### config.mk
export PLATFORM = sky130hd
export DESIGN_NAME = mem_load_align_flat
export DESIGN_NICKNAME = d
export VERILOG_FILES = /design/src/rtl/mem_load_align_if.sv /design/src/rtl/mem_load_align.sv /design/src/flat_wrapper.sv
export SDC_FILE = /design/constraint.sdc
export NUM_CORES = 1
export LEC_CHECK = 0
export ABC_AREA = 0
export BUFFER_PORTS_ARGS = -buffer_cell sky130_fd_sc_hd__clkbuf_2
export CELL_PAD_IN_SITES_DETAIL_PLACEMENT = 1
export CELL_PAD_IN_SITES_GLOBAL_PLACEMENT = 2
export CORE_UTILIZATION = 30
export DETAILED_ROUTE_END_ITERATION = 10
export PLACE_DENSITY_LB_ADDON = 0.15
export SLEW_MARGIN = 15
export SYNTH_ARGS = -nofsm -noshare
export SYNTH_HDL_FRONTEND = slang
export SYNTH_SLANG_ARGS = --single-unit
export TNS_END_PERCENT = 5
### constraint.sdc
create_clock -name clk -period 3.4 [get_ports clk]
set_input_delay 0.85 -clock clk [delete_from_list [all_inputs] [get_ports clk]]
set_output_delay 0.85 -clock clk [all_outputs]
set_load 0.03 [all_outputs]
### src/rtl/mem_load_align_if.sv
// mem_load_align_if: bus between the load issue/return side and the load-align stage.
// Signals:
//   stall, flush, ld_valid_in, instr, addr_in         - issue-side control and address
//   dmem_dout, bios_dout, mmio_dout                   - memory read data, one cycle after address
//   ld_valid_out, ld_rd_out, ld_data_out              - registered writeback result
//   ld_misalign_out                                   - only with LOAD_MISALIGN_CHECK_EN
// Modports: master drives the pipe/memory side, slave is the align stage.
interface mem_load_align_if #(parameter int WIDTH = 32);
  logic             stall;
  logic             flush;
  logic             ld_valid_in;
  logic [WIDTH-1:0] instr;
  logic [WIDTH-1:0] addr_in;
  logic [WIDTH-1:0] dmem_dout;
  logic [WIDTH-1:0] bios_dout;
  logic [WIDTH-1:0] mmio_dout;
  logic             ld_valid_out;
  logic [4:0]       ld_rd_out;
  logic [WIDTH-1:0] ld_data_out;
`ifdef LOAD_MISALIGN_CHECK_EN
  logic             ld_misalign_out;
`endif
  modport master (
    output stall, flush, ld_valid_in, instr, addr_in, dmem_dout, bios_dout, mmio_dout,
`ifdef LOAD_MISALIGN_CHECK_EN
    input  ld_misalign_out,
`endif
    input  ld_valid_out, ld_rd_out, ld_data_out
  );
  modport slave (
    input  stall, flush, ld_valid_in, instr, addr_in, dmem_dout, bios_dout, mmio_dout,
`ifdef LOAD_MISALIGN_CHECK_EN
    output ld_misalign_out,
`endif
    output ld_valid_out, ld_rd_out, ld_data_out
  );
endinterface

### src/rtl/mem_load_align.sv
// mem_load_align: load-return stage; selects memory word by region, aligns, extends, registers.
// Ports:
//   clk   - core clock, rising edge
//   rst_n - asynchronous active-low reset
//   bus   - mem_load_align_if.slave (stall/flush, issue fields, memory data, writeback outputs)
// Optional feature macro: LOAD_MISALIGN_CHECK_EN adds bus.ld_misalign_out.
module mem_load_align #(parameter int WIDTH = 32) (
  input logic clk,
  input logic rst_n,
  mem_load_align_if.slave bus
);
  logic             a_valid;
  logic [2:0]       a_funct3;
  logic [1:0]       a_offset;
  logic [3:0]       a_region;
  logic [4:0]       a_rd;
  logic             hold_valid;
  logic [WIDTH-1:0] hold_reg;
  logic [WIDTH-1:0] src;
  logic [WIDTH-1:0] raw;
  logic [WIDTH-1:0] shifted;
  logic [WIDTH-1:0] ext;
  logic             unused_bits;
  assign unused_bits = ^{bus.instr[WIDTH-1:15], bus.instr[6:0], bus.addr_in[WIDTH-5:2]};
  assign src = (a_region == 4'b0001 || a_region == 4'b0011) ? bus.dmem_dout :
               (a_region == 4'b0100) ? bus.bios_dout :
               (a_region == 4'b1000) ? bus.mmio_dout : '0;
  // BRAM output drifts during a stall, so the first stalled word is frozen in hold_reg
  assign raw = hold_valid ? hold_reg : src;
  assign shifted = raw >> {a_offset, 3'b000};
  assign ext = (a_funct3 == 3'b000) ? {{(WIDTH-8){shifted[7]}}, shifted[7:0]} :
               (a_funct3 == 3'b001) ? {{(WIDTH-16){shifted[15]}}, shifted[15:0]} :
               (a_funct3 == 3'b010) ? raw :
               (a_funct3 == 3'b100) ? {{(WIDTH-8){1'b0}}, shifted[7:0]} :
               (a_funct3 == 3'b101) ? {{(WIDTH-16){1'b0}}, shifted[15:0]} : '0;
  always_ff @(posedge clk or negedge rst_n)
    if (!rst_n) begin
      a_valid          <= 1'b0;
      a_funct3         <= '0;
      a_offset         <= '0;
      a_region         <= '0;
      a_rd             <= '0;
      hold_valid       <= 1'b0;
      hold_reg         <= '0;
      bus.ld_valid_out <= 1'b0;
      bus.ld_rd_out    <= '0;
      bus.ld_data_out  <= '0;
    end else begin
      // flush wins over stall; other stage-A fields only move when not stalled
      a_valid <= ~bus.flush & (bus.stall ? a_valid : bus.ld_valid_in);
      if (!bus.stall) begin
        a_funct3         <= bus.instr[14:12];
        a_offset         <= bus.addr_in[1:0];
        a_region         <= bus.addr_in[WIDTH-1:WIDTH-4];
        a_rd             <= bus.instr[11:7];
        hold_valid       <= 1'b0;
        bus.ld_valid_out <= a_valid;
        bus.ld_rd_out    <= a_rd;
        bus.ld_data_out  <= ext;
      end else if (a_valid && !hold_valid) begin
        hold_reg   <= src;
        hold_valid <= 1'b1;
      end
    end
`ifdef LOAD_MISALIGN_CHECK_EN
  logic misalign;
  assign misalign = a_valid &
                    ((((a_funct3 == 3'b001) || (a_funct3 == 3'b101)) && a_offset[0]) ||
                     ((a_funct3 == 3'b010) && (a_offset != 2'b00)));
  always_ff @(posedge clk or negedge rst_n)
    if (!rst_n) bus.ld_misalign_out <= 1'b0;
    else if (!bus.stall) bus.ld_misalign_out <= misalign;
`endif
endmodule

### src/flat_wrapper.sv
// flat-port wrapper written by rule: the top's interface ports become plain ports
module mem_load_align_flat 
#(parameter int WIDTH = 32)
  (clk, rst_n, bus_stall, bus_flush, bus_ld_valid_in, bus_instr, bus_addr_in, bus_dmem_dout, bus_bios_dout, bus_mmio_dout, bus_ld_valid_out, bus_ld_rd_out, bus_ld_data_out);
  mem_load_align_if #(.WIDTH(WIDTH)) bus_i ();
  input logic clk;
  input logic rst_n;
  input wire logic [$bits(bus_i.stall)-1:0] bus_stall;
  input wire logic [$bits(bus_i.flush)-1:0] bus_flush;
  input wire logic [$bits(bus_i.ld_valid_in)-1:0] bus_ld_valid_in;
  input wire logic [$bits(bus_i.instr)-1:0] bus_instr;
  input wire logic [$bits(bus_i.addr_in)-1:0] bus_addr_in;
  input wire logic [$bits(bus_i.dmem_dout)-1:0] bus_dmem_dout;
  input wire logic [$bits(bus_i.bios_dout)-1:0] bus_bios_dout;
  input wire logic [$bits(bus_i.mmio_dout)-1:0] bus_mmio_dout;
  output wire logic [$bits(bus_i.ld_valid_out)-1:0] bus_ld_valid_out;
  output wire logic [$bits(bus_i.ld_rd_out)-1:0] bus_ld_rd_out;
  output wire logic [$bits(bus_i.ld_data_out)-1:0] bus_ld_data_out;
  assign bus_i.stall = bus_stall;
  assign bus_i.flush = bus_flush;
  assign bus_i.ld_valid_in = bus_ld_valid_in;
  assign bus_i.instr = bus_instr;
  assign bus_i.addr_in = bus_addr_in;
  assign bus_i.dmem_dout = bus_dmem_dout;
  assign bus_i.bios_dout = bus_bios_dout;
  assign bus_i.mmio_dout = bus_mmio_dout;
  assign bus_ld_valid_out = bus_i.ld_valid_out;
  assign bus_ld_rd_out = bus_i.ld_rd_out;
  assign bus_ld_data_out = bus_i.ld_data_out;
  mem_load_align #(.WIDTH(WIDTH)) u_core (.clk(clk), .rst_n(rst_n), .bus(bus_i));
endmodule
==> out/qor.csv, run 1 <==
stage,metric,value,unit
synthesis,synth_ff_type,dfrtp_1,
synthesis,synth.area.top_cells,"dfrtp_1 (39%), o21ai_0 (7.9%), nand2_1 (6.8%), a21oi_1 (5.0%), mux2_2 (4.3%)",
drt,drcViolationCount,0,
setup_path,path_cells,"nor3b_4, buf_4, o2bb2ai_1, a2111oi_4, o31ai_4, a311oi_1",
clock_network,cts_resized,0,
floorplan,dieArea,18900,um2
grt,antenna_found_initial,0,
clock_network,cts_buffer_depth,2,
synthesis,synth_edf_count,0,
sta,maxSlewViolCount,0,
drt,dr.pass1.iters,8,
drt,post_drt_wl_per_cell,21.2,um
sta,slew_headroom,43.1,%
sta,fmax,349,MHz
sta,fin_skew,7.03,ps
pwr,power,3.27,mW
drt,vias_per_cell,5.67,
clock_network,clk_pin_slew,60,ps
clock_network,postCtsSetupBuffers,0,
sta,tightestPinTransition,847,ps
pwr,power.leakage,2.90,nW
floorplan,dieWidth,137,um
synthesis,synth.avg_cell_area,8.59,um2
synthesis,async_flop_share,100,%
sta,grt_setup_unrepaired,no,
setup_path,critPathSlowestCell,dfrtp_1,
status,status,"finished, final reports clean",
layout,area_delta_synth_final,22.3,%
sta,setup_viol,0,
grt,gr-total-overflow,0,
floorplan,ios,203,
layout,fin_area,6730,um2
synthesis,postSynthCellCount,640,
setup_path,setup.worst_path.end_class,flop,
drt,num_vias,5644,
placed_design,hpwl,15500,um
setup_path,critPathLaunchType,flop,
synthesis,synth_top_area_share,39.1,%
placed_design,numPortBuffers,152,
setup_path,cp.arrival,3050,ps
synthesis,yosysWarningCount,0,
clock_network,insertion_delay,350,ps
grt,grtUsageTotal,23.1,%
placed_design,placed_area,6420,um2
synthesis,synth_area_leader_cell,dfrtp_1,
pwr,netSwitchingFraction,35.9,%
drt,drt_wl_total,21100,um
layout,drive_above_1_share,30.1,%
synthesis,ys_ff_latch,86,
pwr,p_sw,1.17,mW
floorplan,start_util,30.6,%
synthesis,synth_cell_types,56,
grt,grt_start_max_net_pins,59,
sta,fin_ws,537,ps
synthesis,synth_nets,805,
grt,grt_pass1_wl,32400,um
sta,finalCritPeriodShare,84.2,%
synthesis,syn_area,5500,um2
clock_network,cts_tree,yes,
floorplan,die_y,137,um
placed_design,place.gp.congestion,0.804,
pwr,vdd_ir_drop_max,252,uV
clock_network,cts.sinks,86,
pwr,powerDensity,486,nW/um2
layout,final_nets,927,
placed_design,dp_worst_setup_slack,582,ps
flow_run,drv_cap,0,
setup_path,max_stage_delay,810,ps
synthesis,synth_most_common_cell,nand2_1,
pwr,power_frac_comb,28.5,%
floorplan,rows,49,
setup_path,cp.required,3590,ps
pwr,clkPwrFrac,31.4,%
drt,drt_iter0_drc,415,
setup_path,cp_max_fo,34,
synthesis,synth_top_cells_by_count,"nand2_1 (100), o21ai_0 (87), dfrtp_1 (86)",
floorplan,coreArea,18000,um2
clock_network,cts_max_level,3,
pwr,seq_power_share,40.1,%
layout,num_antenna_cells,0,
setup_path,worstSetupPathType,flop to flop,
clock_network,clock_tree.root_cell,clkbuf_16,
sta,fin_crit,2860,ps
hold_path,hp-class,flop to flop,
clock_network,cts_hold_buf,0,
sta,hold_viol_final,0,
grt,first_global_vias,5715,
clock_network,cts_inserted_buffers,9,
sta,tns,0,ps
drt,detail-route-antenna-nets,0,
pwr,internal_power,2.10,mW
synthesis,synth_seq_area_share,39.1,%
==> layout by cell type, fill, tap and decap left out, types with 4 or more instances in the layout <==
cell,count
a22oi_1,8
nand2_1,100
inv_1,5
buf_4,16
a211oi_1,22
and3b_1,4
dfrtp_1,85
a21oi_1,55
a311oi_1,15
clkbuf_2,151
o2bb2ai_1,22
o21ai_0,87
mux2_2,21
a222oi_1,7
o31ai_1,9
a41oi_1,7
nor2_1,57
clkbuf_16,9
and4bb_2,11
a31oi_1,16
a2bb2oi_1,7
==> metrics by stage <==
stage	hold slack [ps]	utilization (%)	std cells
5_1_grt	492	37.4	996
3_5_place_dp	474	35.8	980
6_report	483	37.4	996
4_1_cts	488	37.4	996
3_3_place_gp	464	35.8	980
2_1_floorplan	450	-	640
==> power by group through the flow <==
stage / sequential, mW / clock [mW] / combinational [mW]
floorplan: 1.40 / 0 / 0.493
global placement: 1.32 / 0 / 0.908
detailed placement: 1.33 / 0 / 0.932
CTS: 1.31 / 1.06 / 0.935
global route: 1.33 / 1.09 / 1.02
finish: 1.31 / 1.03 / 0.931
==> routing by layer <==
metal / vias up / part of all wire (%) / GRT usage (%)
li1: 2640 / - / -
met3: 31 / 5.8 / 4.05
met1: 2797 / 45 / 31.3
met5: - / 0 / 0
met4: 0 / 2.1 / 8.85
met2: 176 / 47 / 36.6
==> worst max-delay path, delay by kind of cell (launching register included) <==
family | cells | cell delay, ps
and+or+nand+nor | 1 | 320
AOI/OAI and AO/OA | 4 | 1150
DFF | 1 | 810
buffers and inverters | 1 | 410
==> cells by family after synthesis <==
group	synth area share [%]
compound gates	33.3
buf+inv	5.30
mux	4.89
flops	39.1
simple gates	17.4
==> path summary, 6_finish.rpt <==
check                                         from                         end  slack [ps]  cells after the start
worst max-delay path            u_core.a_region[0]  u_core.bus.ld_data_out[27]         540                      6
worst min-delay path            u_core.hold_reg[3]          u_core.hold_reg[3]         480                      2
max in group asynchronous                    rst_n          u_core.a_region[1]        2150                      2
worst max register to register  u_core.a_region[0]  u_core.bus.ld_data_out[27]         540                      6
worst min register to register  u_core.hold_reg[3]          u_core.hold_reg[3]         480                      2
min in group asynchronous                    rst_n         u_core.hold_reg[29]         560                      1
==> layout make-up <==
| type | count | area, um2 |
|---|---|---|
| Tap cell | 229 | 287 |
| Timing Repair Buffer | 168 | 896 |
| Clock inverter | 4 | 55.1 |
| Sequential cell | 86 | 2150 |
| Multi-Input combinational cell | 489 | 3060 |
| Inverter | 8 | 30.0 |
| Fill cell | 2172 | 11200 |
| Clock buffer | 12 | 246 |
No activity file was read; power rests on OpenSTA's default activity.
==> run 2: changes to the inputs <==
CORE_UTILIZATION = 28   (was 30)
clock period = 2.9 ns   (was 3.4 ns; I/O delays follow)
==> out/qor.csv, run 2 (synthesis results as in run 1) <==
stage,metric,value,unit,change
floorplan,die_y,142,um,was 137 um
sta,setup_viol,0,,unchanged
layout,drive_above_1_share,31.0,%,was 30.1%
sta,hold_viol_final,0,,unchanged
sta,fmax,389,MHz,was 349 MHz
sta,fin_ws,331,ps,was 537 ps
layout,fillers,2284,,was 2172
sta,finalCritPeriodShare,88.6,%,was 84.2%
layout,final_nets,935,,was 927
flow_run,drv_cap,0,,unchanged
placed_design,dp_worst_setup_slack,365,ps,was 582 ps
grt,first_global_vias,5609,,was 5715
clock_network,cts_buffer_depth,2,,unchanged
setup_path,cp.required,3090,ps,was 3590 ps
hold_path,hp-class,primary input to asynchronous set/reset pin,,was flop to flop
placed_design,hpwl,15600,um,was 15500 um
sta,maxSlewViolCount,0,,unchanged
floorplan,rows,50,,was 49
pwr,netSwitchingFraction,35.8,%,was 35.9%
pwr,p_sw,1.38,mW,was 1.17 mW
clock_network,cts_resized,0,,unchanged
setup_path,worstSetupPathType,flop to flop,,unchanged
drt,post_drt_wl_per_cell,20.3,um,was 21.2 um
clock_network,insertion_delay,350,ps,about the same
setup_path,setup.worst_path.end_class,flop,,unchanged
setup_path,r2r_start,u_core.a_region[0],,unchanged
drt,drt_wl_total,21000,um,was 21100 um
clock_network,clock_tree.root_cell,clkbuf_16,,unchanged
clock_network,cts_max_level,3,,unchanged
sta,slew_headroom,50.2,%,was 43.1%
layout,final_common_cell,clkbuf_2,,unchanged
grt,antenna_found_initial,0,,unchanged
grt,grt_start_max_net_pins,58,,was 59
setup_path,critPathSlowestCell,o31ai_4,,was dfrtp_1
placed_design,numPortBuffers,152,,unchanged
sta,tns,0,ps,unchanged
pwr,clkPwrFrac,31.3,%,was 31.4%
layout,area_delta_synth_final,24.8,%,was 22.3%
setup_path,cp_max_fo,16,,was 34
clock_network,clk_pin_slew,70,ps,was 60 ps
grt,gr-total-overflow,0,,unchanged
sta,fin_crit,2570,ps,was 2860 ps
floorplan,ios,203,,unchanged
placed_design,placed_cells,1019,,was 980
pwr,vdd_ir_drop_max,270,uV,was 252 uV
sta,grt_setup_unrepaired,no,,unchanged
drt,drt_iter0_drc,389,,was 415
layout,num_antenna_cells,0,,unchanged
sta,tightestPinTransition,748,ps,was 847 ps
floorplan,coreArea,19000,um2,was 18000 um2
pwr,power,3.85,mW,was 3.27 mW
sta,fin_skew,7.15,ps,was 7.03 ps
floorplan,start_util,29.0,%,was 30.6%
setup_path,path_cells,"buf_4, and4bb_2, o21ai_0, o211ai_1, o31ai_4, a311oi_1",,"was nor3b_4, buf_4, o2bb2ai_1, a2111oi_4, o31ai_4, a311oi_1"
layout,fin_area,6860,um2,was 6730 um2
layout,stdcell_count,1035,,was 996
clock_network,cts_hold_buf,0,,unchanged
drt,drcViolationCount,0,,unchanged
drt,dr.pass1.iters,5,,was 8
clock_network,postCtsSetupBuffers,0,,unchanged
drt,detail-route-antenna-nets,0,,unchanged
pwr,seq_power_share,39.4,%,was 40.1%
pwr,power_frac_comb,29.4,%,was 28.5%
clock_network,cts.sinks,86,,unchanged
grt,grtUsageTotal,21.3,%,was 23.1%
drt,vias_per_cell,5.45,,was 5.67
drt,num_vias,5639,,was 5644
setup_path,critPathLaunchType,flop,,unchanged
setup_path,max_stage_delay,700,ps,was 810 ps
pwr,internal_power,2.47,mW,was 2.10 mW
floorplan,dieWidth,142,um,was 137 um
layout,final_cell_mix,"clkbuf_2 (151), nand2_1 (100), o21ai_0 (87), dfrtp_1 (85), nor2_1 (57)",,unchanged
layout,utilization,36.2,%,was 37.4%
clock_network,cts_inserted_buffers,9,,unchanged
placed_design,placed_area,6560,um2,was 6420 um2
grt,grt_pass1_wl,32700,um,was 32400 um
setup_path,startpoint,u_core.a_region[0],,unchanged
floorplan,dieArea,20200,um2,was 18900 um2
sta,worst_hold_slack,371,ps,was 483 ps
pwr,power.leakage,2.96,nW,was 2.90 nW
status,status,"finished, final reports clean",,unchanged
setup_path,cp.arrival,2750,ps,was 3050 ps
pwr,powerDensity,561,nW/um2,was 486 nW/um2
clock_network,cts_tree,yes,,unchanged
placed_design,place.gp.congestion,0.810,,was 0.804
[run 2: cell count changes in the layout (fill, tap and decap cells not counted)]
cell	before	now
clkinv_4	0	1
inv_6	2	0
clkinv_2	0	1
buf_12	1	4
buf_4	16	21
clkbuf_1	2	1
clkinvlp_4	1	2
[run 2: power groups by stage]
stage	Clock, mW	Combinational (mW)	Sequential, mW
after floorplan	0	0.578	1.64
after global placement	0	1.11	1.53
after detailed placement	0	1.14	1.54
after CTS	1.24	1.14	1.52
after global routing	1.28	1.24	1.54
final	1.20	1.13	1.51
[run 2: layout make-up]
cell class              instances  area [um2]  area share (%)
multi-input cells             489        3060            44.6
flip-flops and latches         86        2150            31.4
repair buffers                176         993            14.5
well taps                     260         325            4.74
clock buffers                  11         243            3.54
clock inverters                 5        58.8           0.857
inverters                       8        30.0           0.438
[run 2: layer usage]
metal,up-vias,share of wire [%],global-route usage [%]
met5,-,0,0
met4,0,1.6,5.32
met3,16,5.9,4.41
met2,179,45,32.5
met1,2777,48,30.5
li1,2667,-,-
[run 2: worst max-delay path: cells and delay by family, from the launching register on]
kind | cells | cell delay (ps)
buffers and inverters | 1 | 250
DFF | 1 | 520
AOI/OAI and AO/OA | 4 | 1340
and+or+nand+nor | 1 | 290
[run 2: worst paths after layout]
path                       slack [ps]  cells past startpoint                          to
hold reg to reg                   480                      2          u_core.hold_reg[4]
max in group asynchronous        1840                      2     u_core.bus.ld_rd_out[0]
min in group clk                  480                      2          u_core.hold_reg[4]
setup reg to reg                  330                      6  u_core.bus.ld_data_out[25]
hold / removal                    370                      1         u_core.hold_reg[28]
setup / recovery                  330                      6  u_core.bus.ld_data_out[25]
